===== src/rtl/load_store_unit.sv =====
// Load/store unit: single-outstanding RV32 byte-addressed data-memory initiator.
// Sub-word stores do a read-modify-write because the memory always writes a full word.
module load_store_unit #(
  parameter int unsigned MEM_BYTES = 64
) (
  input  logic        clock,
  input  logic        reset_n,
  input  logic        req_valid,
  output logic        req_ready,
  input  logic        req_we,
  input  logic [2:0]  req_funct3,
  input  logic [31:0] req_addr,
  input  logic [31:0] req_wdata,
  output logic        resp_valid,
  output logic [31:0] resp_rdata,
  output logic        resp_err,
  output logic [31:0] mem_addr,
  output logic        mem_wen,
  output logic [31:0] mem_wdata,
  input  logic [31:0] mem_rdata
);

  localparam int unsigned AW  = 32;
  localparam int unsigned DW  = 32;
  localparam int unsigned F3W = 3;
  localparam int unsigned HW  = 16;

  typedef enum logic [2:0] {IDLE, LOAD, MERGE, WRITE, RESP} state_t;

  state_t         state_q, state_d;
  logic [F3W-1:0] f3_q, f3_d;
  logic [AW-1:0]  addr_q, addr_d;
  logic [HW-1:0]  wdata_q, wdata_d;
  logic           req_ready_q, req_ready_d;
  logic           resp_valid_q, resp_valid_d;
  logic [DW-1:0]  resp_rdata_q, resp_rdata_d;
  logic           resp_err_q, resp_err_d;
  logic [AW-1:0]  mem_addr_q, mem_addr_d;
  logic           mem_wen_q, mem_wen_d;
  logic [DW-1:0]  mem_wdata_q, mem_wdata_d;

  logic [DW-1:0]  le;
  logic [AW:0]    end_addr;
  logic           range_err;
  logic           f3_ok;

  // Memory returns B[a] in the top byte; flip to little-endian word order.
  assign le        = {mem_rdata[7:0], mem_rdata[15:8], mem_rdata[23:16], mem_rdata[31:24]};
  assign end_addr  = {1'b0, req_addr} + (AW+1)'(3);
  assign range_err = end_addr >= (AW+1)'(MEM_BYTES);

  always_comb begin
    f3_ok = 1'b0;
    case (req_funct3)
      3'b000, 3'b001, 3'b010: f3_ok = 1'b1;
      3'b100, 3'b101:         f3_ok = !req_we;
      default:                f3_ok = 1'b0;
    endcase
  end

  // Next state plus next values of every registered output.
  always_comb begin
    state_d      = state_q;
    f3_d         = f3_q;
    addr_d       = addr_q;
    wdata_d      = wdata_q;
    resp_valid_d = 1'b0;
    resp_rdata_d = '0;
    resp_err_d   = 1'b0;
    mem_addr_d   = '0;
    mem_wen_d    = 1'b0;
    mem_wdata_d  = '0;

    case (state_q)
      IDLE: begin
        if (req_valid) begin
          f3_d    = req_funct3;
          addr_d  = req_addr;
          wdata_d = req_wdata[HW-1:0];
          if (range_err || !f3_ok) begin
            state_d      = RESP;
            resp_valid_d = 1'b1;
            resp_err_d   = 1'b1;
          end else if (!req_we) begin
            state_d    = LOAD;
            mem_addr_d = req_addr;
          end else if (req_funct3 == 3'b010) begin
            state_d     = WRITE;
            mem_addr_d  = req_addr;
            mem_wen_d   = 1'b1;
            mem_wdata_d = req_wdata;
          end else begin
            state_d    = MERGE;
            mem_addr_d = req_addr;
          end
        end
      end
      LOAD: begin
        state_d      = RESP;
        resp_valid_d = 1'b1;
        case (f3_q)
          3'b000:  resp_rdata_d = {{24{le[7]}}, le[7:0]};
          3'b001:  resp_rdata_d = {{16{le[15]}}, le[15:0]};
          3'b010:  resp_rdata_d = le;
          3'b100:  resp_rdata_d = {24'd0, le[7:0]};
          3'b101:  resp_rdata_d = {16'd0, le[15:0]};
          default: resp_rdata_d = '0;
        endcase
      end
      MERGE: begin
        state_d    = WRITE;
        mem_addr_d = addr_q;
        mem_wen_d  = 1'b1;
        if (f3_q[0]) mem_wdata_d = {le[31:16], wdata_q};
        else         mem_wdata_d = {le[31:8], wdata_q[7:0]};
      end
      WRITE: begin
        state_d      = RESP;
        resp_valid_d = 1'b1;
      end
      RESP:    state_d = IDLE;
      default: state_d = IDLE;
    endcase

    req_ready_d = (state_d == IDLE);
  end

  always_ff @(posedge clock or negedge reset_n) begin
    if (!reset_n) begin
      state_q      <= IDLE;
      f3_q         <= '0;
      addr_q       <= '0;
      wdata_q      <= '0;
      req_ready_q  <= 1'b1;
      resp_valid_q <= 1'b0;
      resp_rdata_q <= '0;
      resp_err_q   <= 1'b0;
      mem_addr_q   <= '0;
      mem_wen_q    <= 1'b0;
      mem_wdata_q  <= '0;
    end else begin
      state_q      <= state_d;
      f3_q         <= f3_d;
      addr_q       <= addr_d;
      wdata_q      <= wdata_d;
      req_ready_q  <= req_ready_d;
      resp_valid_q <= resp_valid_d;
      resp_rdata_q <= resp_rdata_d;
      resp_err_q   <= resp_err_d;
      mem_addr_q   <= mem_addr_d;
      mem_wen_q    <= mem_wen_d;
      mem_wdata_q  <= mem_wdata_d;
    end
  end

  assign req_ready  = req_ready_q;
  assign resp_valid = resp_valid_q;
  assign resp_rdata = resp_rdata_q;
  assign resp_err   = resp_err_q;
  assign mem_addr   = mem_addr_q;
  assign mem_wen    = mem_wen_q;
  assign mem_wdata  = mem_wdata_q;

endmodule


===== config.mk =====
export PLATFORM = sky130hd
export DESIGN_NAME = load_store_unit
export DESIGN_NICKNAME = d
export VERILOG_FILES = /design/src/rtl/load_store_unit.sv
export SDC_FILE = /design/constraint.sdc
export NUM_CORES = 1
export LEC_CHECK = 0
export ABC_CLOCK_PERIOD_IN_PS = 2300
export BUFFER_PORTS_ARGS = -buffer_cell sky130_fd_sc_hd__buf_2
export CAP_MARGIN = 20
export CORE_MARGIN = 2
export CORE_UTILIZATION = 52
export CTS_BUF_LIST = sky130_fd_sc_hd__clkbuf_8
export CTS_CLUSTER_SIZE = 24
export DETAILED_ROUTE_END_ITERATION = 8
export PLACE_DENSITY = 0.81
export SYNTH_ARGS = -nofsm -noshare
export SYNTH_HDL_FRONTEND = slang
export SYNTH_SLANG_ARGS = --single-unit

===== constraint.sdc =====
create_clock -name clock -period 2.3 [get_ports clock]
set_input_delay 0.69 -clock clock [delete_from_list [all_inputs] [get_ports clock]]
set_output_delay 0.69 -clock clock [all_outputs]
set_load 0.01 [all_outputs]

==> run summary <==
In this run, synthesis inferred 0 flip-flops with an integrated enable. DRC violation count after routing: 0. For the worst setup path, the data arrival time is 3.00 ns. The starting density of the core is 53.4%. The site row count came out at 39.

Top cell type by total area after synthesis: sky130_fd_sc_hd__dfrtp_1. Compared with the post-synthesis result, the final layout area differs by 35.7%. The later-pin clock latency in the skew report is 0.45 ns. The max-slew violation count was 0. No sink is reached through more buffers than the 2 on the longest clock path. The worst slew margin relative to its limit came out at 50.1%.

The average via count per standard cell is 5.41, and the count of placed standard cells including taps is 944. For the number of global-route vias before repair, the log shows 5,390. Yosys printed 0 warnings.

The average wire per cell in the routed design was 17.3 µm. The congestion estimate from routability-driven global placement came to 0.837. The actual slew at the worst max-slew pin works out to 0.749 ns.

At the end of the flow, the number of nets in the layout was 930. The run gives 379 MHz as the highest attainable clock frequency. Summed over all cells, the static leakage comes to 4.67 nW.

The share of the clock period used by the worst path after layout is 115%, and the total half-perimeter wirelength after legalization and detailed placement is 11,600 µm. The logs give 0.161 ns for the worst hold margin and 203 for the top-level port count. The tools report the max-capacitance violation count as 0. The tools report the number of nets produced by synthesis as 673.

Setup violations remaining at the end of the flow were counted as 42. For the final-report hold violation count, the log shows 0. STA classifies the critical path endpoint as a register. The total power divided by cell area is 675 mW/mm².

The shortest clock period the worst path allows after layout is 2.64 ns, and the clock edge transition at the registers on the reported setup and hold paths is 0.08 ns. The first global-routing pass estimated 26,200 µm of wire. From left edge to right edge, the die measures 113 µm. Tracing the worst setup path back leads to its startpoint at req_addr[12].

A synthesized cell averages 10.7 µm². The run finished, with violations left. The most used flip-flop cell after synthesis is sky130_fd_sc_hd__dfrtp_1. During placement, the flow inserted port buffers numbering 202. The placed instances occupy a cell area of 0.00768 mm². Across the VDD grid, the largest voltage drop is 425 µV.

For the total number of H-tree levels, the log shows 4. TritonCTS built the clock tree. The proportion of layout cells with a drive suffix above 1 was 40.0%; the biggest fanout along the worst timing path was 8. The tools report the number of antenna violations at the first check in global routing as 3.

By area the synthesized netlist is led by sky130_fd_sc_hd__dfrtp_1 63%, sky130_fd_sc_hd__nand2_1 10%, sky130_fd_sc_hd__a22o_1 4.1%, sky130_fd_sc_hd__and3_1 3.0%, sky130_fd_sc_hd__a21oi_1 2.3%. The startpoint identified for the worst register-to-register timing path is state_q[2]$_DFF_PN0_. The synthesized netlist occupies a cell area of 0.00613 mm². The logs give 17 for the clock buffer count from CTS and 17,000 µm for the post-detailed-routing wire length. The core area came out at 0.0115 mm². The logs give 0 for the antenna violation net count after detailed routing and 0 for the hold buffer count at cts. The tree is rooted in a sky130_fd_sc_hd__clkbuf_8.

Setup repair after global routing could not meet its margin everywhere. The count of state elements after synthesis was 154. The tools report the count of placed standard cells in the final layout, fillers left out as 983. Classification of the worst setup path: input pin to register.

The total via count in the routed design is 5,315, and the sequential cell area fraction in the yosys report is 62.9%. Clock tree synthesis found a total of 154 sinks. The detailed router's first-iteration violation count was 466. For this run, asynchronously set or reset flops after synthesis account for 100%. For the aggregate negative setup slack, the log shows -12.30 ns.

Entering global routing, the biggest net connects 43 pins. The count of TritonRoute iterations in the first routing pass is 4. After global routing the overflow that remains totals 0. For the worst setup path, the data required time is 2.67 ns. The final reports fail on negative setup slack.

The post-place setup slack was -0.739 ns. The clock arrives with 0.00771 ns of skew. Launching element type of the critical path: an input pin.

Of the post-synthesis cell area, the dominant cell type holds 62.5%. For this run, the total global-route usage over all layers was measured as 26.5%. The floorplan step defined a die boundary enclosing 0.0127 mm². In the synthesized netlist, the number of instances is 570.

After routing the design area is 0.00831 mm². The die is 113 µm tall. The final worst-path setup slack came out at -0.335 ns. The tightest min-delay check is of the input pin to async pin type.

For the number of distinct library cell variants in the gate-level netlist after synthesis, the log shows 48.
## repair_timing
| item | in CTS | in global routing |
|---|---|---|
| resized for setup | 23 | 8 |
| setup buffers | 0 | 6 |
| setup endpoints to repair | 41 | 42 |
| gates cloned | 0 | 2 |
| pin swaps | 1 | 5 |
## cell usage after synthesis, types with 7 or more instances
library cell / count
sky130_fd_sc_hd__o2bb2ai_2: 8
sky130_fd_sc_hd__dfrtp_1: 153
sky130_fd_sc_hd__nand3_1: 7
sky130_fd_sc_hd__nand2_1: 170
sky130_fd_sc_hd__clkbuf_1: 27
sky130_fd_sc_hd__mux2i_1: 9
sky130_fd_sc_hd__nor2_1: 25
sky130_fd_sc_hd__and2_1: 10
sky130_fd_sc_hd__and3_1: 29
sky130_fd_sc_hd__a22o_1: 29
sky130_fd_sc_hd__a21oi_1: 28
## cell type report
| cell class | count | area (µm²) |
|---|---|---|
| sequential | 154 | 3850 |
| multi-input combinational | 381 | 2230 |
| tap | 143 | 179 |
| fill | 786 | 3150 |
| antenna | 1 | 2.50 |
| clock inverter | 11 | 129 |
| inverter | 2 | 7.51 |
| clock buffer | 20 | 275 |
| timing repair buffer | 271 | 1640 |
## final timing paths
path / endpoint / slack [ns] / depth (start not counted)
setup / recovery: mem_wdata[14]$_DFF_PN0_ / -0.34 / 10
hold / removal: resp_rdata[5]$_DFF_PN0_ / 0.16 / 1
setup reg to reg: addr_q[27]$_DFFE_PN0P_ / 0.41 / 7
hold reg to reg: addr_q[13]$_DFFE_PN0P_ / 0.47 / 2
max in group asynchronous: req_ready$_DFF_PN1_ / 1.49 / 2
min in group clock: addr_q[12]$_DFFE_PN0P_ / 0.44 / 3
## sequential cells by signal (all words and copies together), names as in the netlist, 3 cells and up
| signal | flops |
|---|---|
| mem_wdata | 32 |
| mem_addr | 32 |
| state_q | 3 |
| resp_rdata | 32 |
| f3_q | 3 |
| addr_q | 32 |
| wdata_q | 16 |
## cell usage in the layout (no fill, tap or decap), drive strengths merged, types with 3 or more instances in the layout
cell / instances
a21oi: 28
nor4: 5
clkinv: 4
nor2: 25
a31oi: 6
clkbuf: 21
inv: 5
buf: 270
o2bb2ai: 8
nand3: 7
bufinv: 3
a22o: 30
a211oi: 4
and4: 4
o21ai: 6
nand2: 170
and2: 13
nand4: 5
or2: 4
dfrtp: 153
nand2b: 3
and3: 32
mux2i: 9
## layer usage
layer | part of all wire, % | vias up | GRT usage (%)
li1 | - | 2459 | -
met1 | 39 | 2576 | 31.8
met2 | 51 | 242 | 45.3
met3 | 7.0 | 36 | 7.51
met4 | 2.6 | 2 | 10.8
met5 | 0.10 | - | 0
## worst max-delay path, stage by stage
cell and delay, ns:
sky130_fd_sc_hd__buf_6 0.07, sky130_fd_sc_hd__and3_4 0.18, sky130_fd_sc_hd__nand4_1 0.26, sky130_fd_sc_hd__nor4_4 0.38
sky130_fd_sc_hd__o22ai_2 0.12, sky130_fd_sc_hd__or4_4 0.58, sky130_fd_sc_hd__nor4_4 0.25, sky130_fd_sc_hd__buf_6 0.17
sky130_fd_sc_hd__buf_6 0.17, sky130_fd_sc_hd__o2bb2ai_2 0.12
## logic make-up after synthesis
logic type	after synthesis	synth area share [%]
xor gates and xnor gates	3	0.429
and+or+nand+nor	274	20.5
muxes	9	1.47
AOI/OAI and AO/OA	95	12.0
DFF	154	62.9
buffers and inverters	35	2.74
## stage by stage
| step | util [%] | total power, W |
|---|---|---|
| finish | 72.5 | 0.00561 |
| global route | 72.5 | 0.00582 |
| CTS | 71.4 | 0.00562 |
| detailed placement | 67.0 | 0.00355 |
| global placement | 67.0 | 0.00352 |
| floorplan | - | 0.00321 |
## power breakdown
group / total, W / switching (W) / internal, W
logic: 0.000628 / 0.000373 / 0.000255
clock network: 0.00209 / 0.000955 / 0.00113
registers: 0.00290 / 0.0000693 / 0.00283
total: 0.00561 / 0.00140 / 0.00422
Power figures use the tool's default switching activity.
